--- config.mk ---
export PLATFORM = sky130hd
export DESIGN_NAME = serial_byte_loader
export DESIGN_NICKNAME = d
export VERILOG_FILES = /design/src/rtl/serial_byte_loader.sv
export SDC_FILE = /design/constraint.sdc
export NUM_CORES = 1
export LEC_CHECK = 0
export BUFFER_PORTS_ARGS = -buffer_cell sky130_fd_sc_hd__buf_2
export CAP_MARGIN = 40
export CORE_UTILIZATION = 54
export CTS_CLUSTER_DIAMETER = 50
export DETAILED_ROUTE_END_ITERATION = 7
export PLACE_DENSITY = 0.86
export SLEW_MARGIN = 25
export SYNTH_ARGS = -nofsm -noshare
export SYNTH_HDL_FRONTEND = slang
export SYNTH_SLANG_ARGS = --single-unit
--- constraint.sdc ---
create_clock -name clk_i -period 1.7 [get_ports clk_i]
set_input_delay 0.255 -clock clk_i [delete_from_list [all_inputs] [get_ports clk_i]]
set_output_delay 0.255 -clock clk_i [all_outputs]
set_load 0.01 [all_outputs]
--- src/rtl/serial_byte_loader.sv ---
// Deserialises a framed serial bit stream into a parallel word for the latch bank,
// presenting it complete on a registered d bus together with a bounded enable pulse.
module serial_byte_loader #(
  parameter int WIDTH       = 8,
  parameter bit LSB_FIRST   = 1'b1,
  parameter int HOLD_CYCLES = 1
) (
  input  logic             clk_i,
  input  logic             reset_i,
  input  logic             start_i,
  input  logic             sdata_i,
  input  logic             sdata_valid_i,
  output logic [WIDTH-1:0] d_o,
  output logic             enable_o,
  output logic             busy_o,
  output logic             frame_err_o
);

  localparam int CW = $clog2(WIDTH + 1);
  localparam logic [CW-1:0] LAST_BIT = CW'(WIDTH - 1);
  localparam logic [CW-1:0] CNT_ONE  = CW'(1);
  localparam logic [3:0]    HOLD_CNT = 4'(HOLD_CYCLES);

  typedef enum logic [1:0] {
    IDLE,
    SHIFT,
    LOAD
  } state_t;

  state_t           state_q, state_d;
  logic [CW-1:0]    bitCnt_q, bitCnt_d;
  logic [WIDTH-1:0] shift_q, shift_d;
  logic [WIDTH-1:0] dReg_q, dReg_d;
  logic [3:0]       holdCnt_q, holdCnt_d;
  logic             enable_q, enable_d;
  logic             busy_q, busy_d;
  logic             frameErr_q, frameErr_d;
  logic [WIDTH-1:0] shiftIn;

  // The first serial bit must end up in d[0] (LSB-first) or d[WIDTH-1] (MSB-first).
  always_comb begin
    if (LSB_FIRST) begin
      shiftIn = {sdata_i, shift_q[WIDTH-1:1]};
    end else begin
      shiftIn = {shift_q[WIDTH-2:0], sdata_i};
    end
  end

  always_comb begin
    state_d    = state_q;
    bitCnt_d   = bitCnt_q;
    shift_d    = shift_q;
    dReg_d     = dReg_q;
    holdCnt_d  = holdCnt_q;
    frameErr_d = 1'b0;
    case (state_q)
      IDLE: begin
        if (start_i) begin
          state_d  = SHIFT;
          bitCnt_d = '0;
          shift_d  = '0;
        end
      end
      SHIFT: begin
        if (start_i) begin
          bitCnt_d   = '0;
          shift_d    = '0;
          frameErr_d = 1'b1;
        end else if (sdata_valid_i) begin
          shift_d  = shiftIn;
          bitCnt_d = bitCnt_q + CNT_ONE;
          if (bitCnt_q == LAST_BIT) begin
            state_d   = LOAD;
            dReg_d    = shiftIn;
            holdCnt_d = HOLD_CNT;
          end
        end
      end
      LOAD: begin
        // Inputs are deliberately ignored here; only the hold countdown matters.
        if (holdCnt_q <= 4'd1) begin
          state_d   = IDLE;
          holdCnt_d = 4'd0;
        end else begin
          holdCnt_d = holdCnt_q - 4'd1;
        end
      end
      default: state_d = IDLE;
    endcase
    enable_d = (state_d == LOAD);
    busy_d   = (state_d != IDLE);
  end

  always_ff @(posedge clk_i) begin
    if (reset_i) begin
      state_q    <= IDLE;
      bitCnt_q   <= '0;
      shift_q    <= '0;
      dReg_q     <= '0;
      holdCnt_q  <= 4'd0;
      enable_q   <= 1'b0;
      busy_q     <= 1'b0;
      frameErr_q <= 1'b0;
    end else begin
      state_q    <= state_d;
      bitCnt_q   <= bitCnt_d;
      shift_q    <= shift_d;
      dReg_q     <= dReg_d;
      holdCnt_q  <= holdCnt_d;
      enable_q   <= enable_d;
      busy_q     <= busy_d;
      frameErr_q <= frameErr_d;
    end
  end

  assign d_o         = dReg_q;
  assign enable_o    = enable_q;
  assign busy_o      = busy_q;
  assign frame_err_o = frameErr_q;

endmodule

==> impl_metrics.tcl <==
set metrics [dict create \
    holdCritPathClass "in -> reg" \
    arrival_ps 1820 \
    seq_power_share_pct 63.8 \
    r2r_cells 5 \
    leakagePower_nw 0.5113 \
    net-switching-power_uw 232.8 \
    synth_top_area_cell "dfxtp_1" \
    cts_buffers 3 \
    cts_setup_buffers 0 \
    cp-start-kind "register" \
    crit_fanout 8 \
    ant_nets 0 \
    tns_ps 0 \
    antenna_found_initial 0 \
    final_nets 151 \
    grt-ovfl-total 0 \
    grt_use_met3_pct 4.528 \
    seq_area_frac_synth_pct 49.39 \
    die_width_um 47.84 \
    grt_busiest_layer "met2" \
    cts_root_buf "clkbuf_4" \
    clock_latency_ps 330 \
    fin_crit_sh_pct 90.99 \
    drive_gt1_share_pct 17.61 \
    hold_path_depth 3 \
    cts.repair.resized 0 \
    die_y_um 47.84 \
    synth_area_per_cell_um2 8.797 \
    cp-end-kind "register" \
    worst_pin_slew_ps 492.4 \
    clk_pin_slew_ps 150 \
    critPathKind "reg -> reg" \
    clock-sinks 28 \
    grt_util_met1_pct 27.10 \
    synth_area_leaders "dfxtp_1 49%, a21oi_1 9.3%, nand2_1 8.6%" \
    wirelength_mm 2.161 \
    clkPwrFrac_pct 31.3 \
    ys_types 35 \
    synth_top_cell_area_share_pct 49.39 \
    met2_usage_pct 37.57 \
    cts_buffer_depth 2 \
    netlist_area_um2 1135 \
    grt_use_total_pct 22.21 \
    htreeDepth 1 \
    timing.hold.ws_ps 155.2 \
    fmax_ghz 0.6465 \
    ir_drop_mv 0.6860 \
    synth_cells 129 \
    power_mw 1.043 \
    period_minus_slack_ps 1547 \
    cts_tree "yes" \
    rows 16 \
    coreArea_um2 1962 \
    start_util_pct 57.84 \
    synth_nets 137 \
    finalSetupViolCount 0 \
    drc_errors 0 \
    drt-initial-drc-count 23 \
    place.gp.congestion 0.7667 \
    fp.dieArea_um2 2289 \
    port-buffer-count 15 \
    grt_pass1_vias 798 \
    relSlewSlack_pct 66.65 \
    internal_power_uw 810.2 \
    n_antenna_cell 0 \
    yosysWarnings 0 \
    firstDrtPassIters 4 \
    postCtsHoldBufs 0 \
    ios 16 \
    grt_pass1_wl_mm 3.498 \
    wire_per_inst_um 12.79 \
    syn_to_final_growth_pct 10.47 \
    worstPathRequired_ps 1970 \
    switching_share_pct 22.32 \
    fin_skew_ps 4.828 \
    hold_viol_final 0 \
    drv_slew 0 \
    p_comb_share_pct 4.8 \
    ys_ff_latch 28 \
    avgViaCountPerCell 5.746 \
    dp_hpwl_mm 1.519 \
    rsz0062_at_grt "false" \
    status "complete, no violations" \
    cap_violations 0 \
    grt_max_degree 27 \
    p_per_area_nw_per_um2 832.0 \
    vias 971 \
]
==> metrics by stage <==
step           util, %  cell area (um2)  setup slack (ps)  instances
2_1_floorplan        -             1135             388.3        129
3_3_place_gp     61.93             1215             249.3        165
3_5_place_dp     61.93             1215             178.2        165
4_1_cts          63.78             1251             134.2        169
5_1_grt          63.90             1254             20.52        169
6_report         63.90             1254             153.2        169
==> registers in the layout, summed over array words and instances (netlist names) <==
| register | count |
|---|---|
| d_o | 8 |
| state_q | 2 |
| bitCnt_q | 4 |
| shift_q | 7 |
| frame_err_o | 1 |
| enable_o | 1 |
| busy_o | 1 |
| holdCnt_q | 4 |
==> final cells by class <==
| class | instances | area, um2 |
|---|---|---|
| well taps | 27 | 33.78 |
| multi-input cells | 91 | 529.3 |
| fillers | 194 | 708.2 |
| inverters | 3 | 11.26 |
| clock buffers | 4 | 36.28 |
| repair buffers | 16 | 82.58 |
| flip-flops and latches | 28 | 560.5 |
==> power by group through the flow <==
stage / sequential, mW / combinational, mW / clock, mW
6_report: 0.666 / 0.0505 / 0.327
5_1_grt: 0.667 / 0.0560 / 0.354
4_1_cts: 0.666 / 0.0505 / 0.330
3_5_place_dp: 0.680 / 0.0497 / 0
3_3_place_gp: 0.680 / 0.0488 / 0
2_1_floorplan: 0.681 / 0.0344 / 0
==> cell usage after synthesis (all sizes together) <==
library cell	number
dfxtp	28
nand2	26
a21oi	21
nand3	7
nor2	6
clkbuf	4
buf	3
ha	3
inv	3
a22oi	2
o21ai	2
o21bai	2
o31ai	2
or2	2
a211oi	1
a21o	1
a311oi	1
a41oi	1
and2	1
and2b	1
and3b	1
and4bb	1
mux2	1
mux2i	1
nand2b	1
nand3b	1
nor2b	1
nor3b	1
nor4bb	1
o2bb2ai	1
o311ai	1
or4	1
==> cell usage in the layout, fill, tap and decap left out, drive strengths merged, types with 2 or more instances in the layout <==
| cell | instances |
|---|---|
| or2 | 2 |
| nor2 | 6 |
| a21oi | 21 |
| clkbuf | 4 |
| nand2 | 26 |
| ha | 3 |
| o31ai | 2 |
| dfxtp | 28 |
| a22oi | 2 |
| inv | 3 |
| nand3 | 7 |
| o21ai | 2 |
| o21bai | 2 |
| buf | 16 |
==> worst paths after layout <==
check	startpoint	to	slack, ps
worst max-delay path	bitCnt_q[0]	d_o[2]	150
worst min-delay path	sdata_i	d_o[7]	160
worst max register to register	bitCnt_q[0]	d_o[2]	150
worst min register to register	d_o[3]	d_o[3]	460
==> critical path, cell delays in order (launching register included) <==
cell     delay (ps)
dfxtp_1         430
ha_1            220
and3b_1         260
and2_1          340
nand2_1          90
a21oi_1         140
==> kinds of logic after synthesis <==
| kind of cell | synth area share, % |
|---|---|
| and+or+nand+nor | 22.27 |
| AOI/OAI and AO/OA | 18.96 |
| DFF | 49.39 |
| buffers and inverters | 4.189 |
| adders and majority gates | 3.308 |
| muxes | 1.874 |
==> metal layers <==
layer  part of all wire (%)  routed length [um]  up-vias
li1                       -                   -      474
met1                     45                 969      472
met2                     50                1070       20
met3                    3.6                  78        5
met4                    1.9                  42        0
met5                      0                   0        -
Note: power is estimated with default switching activity, not from simulation.
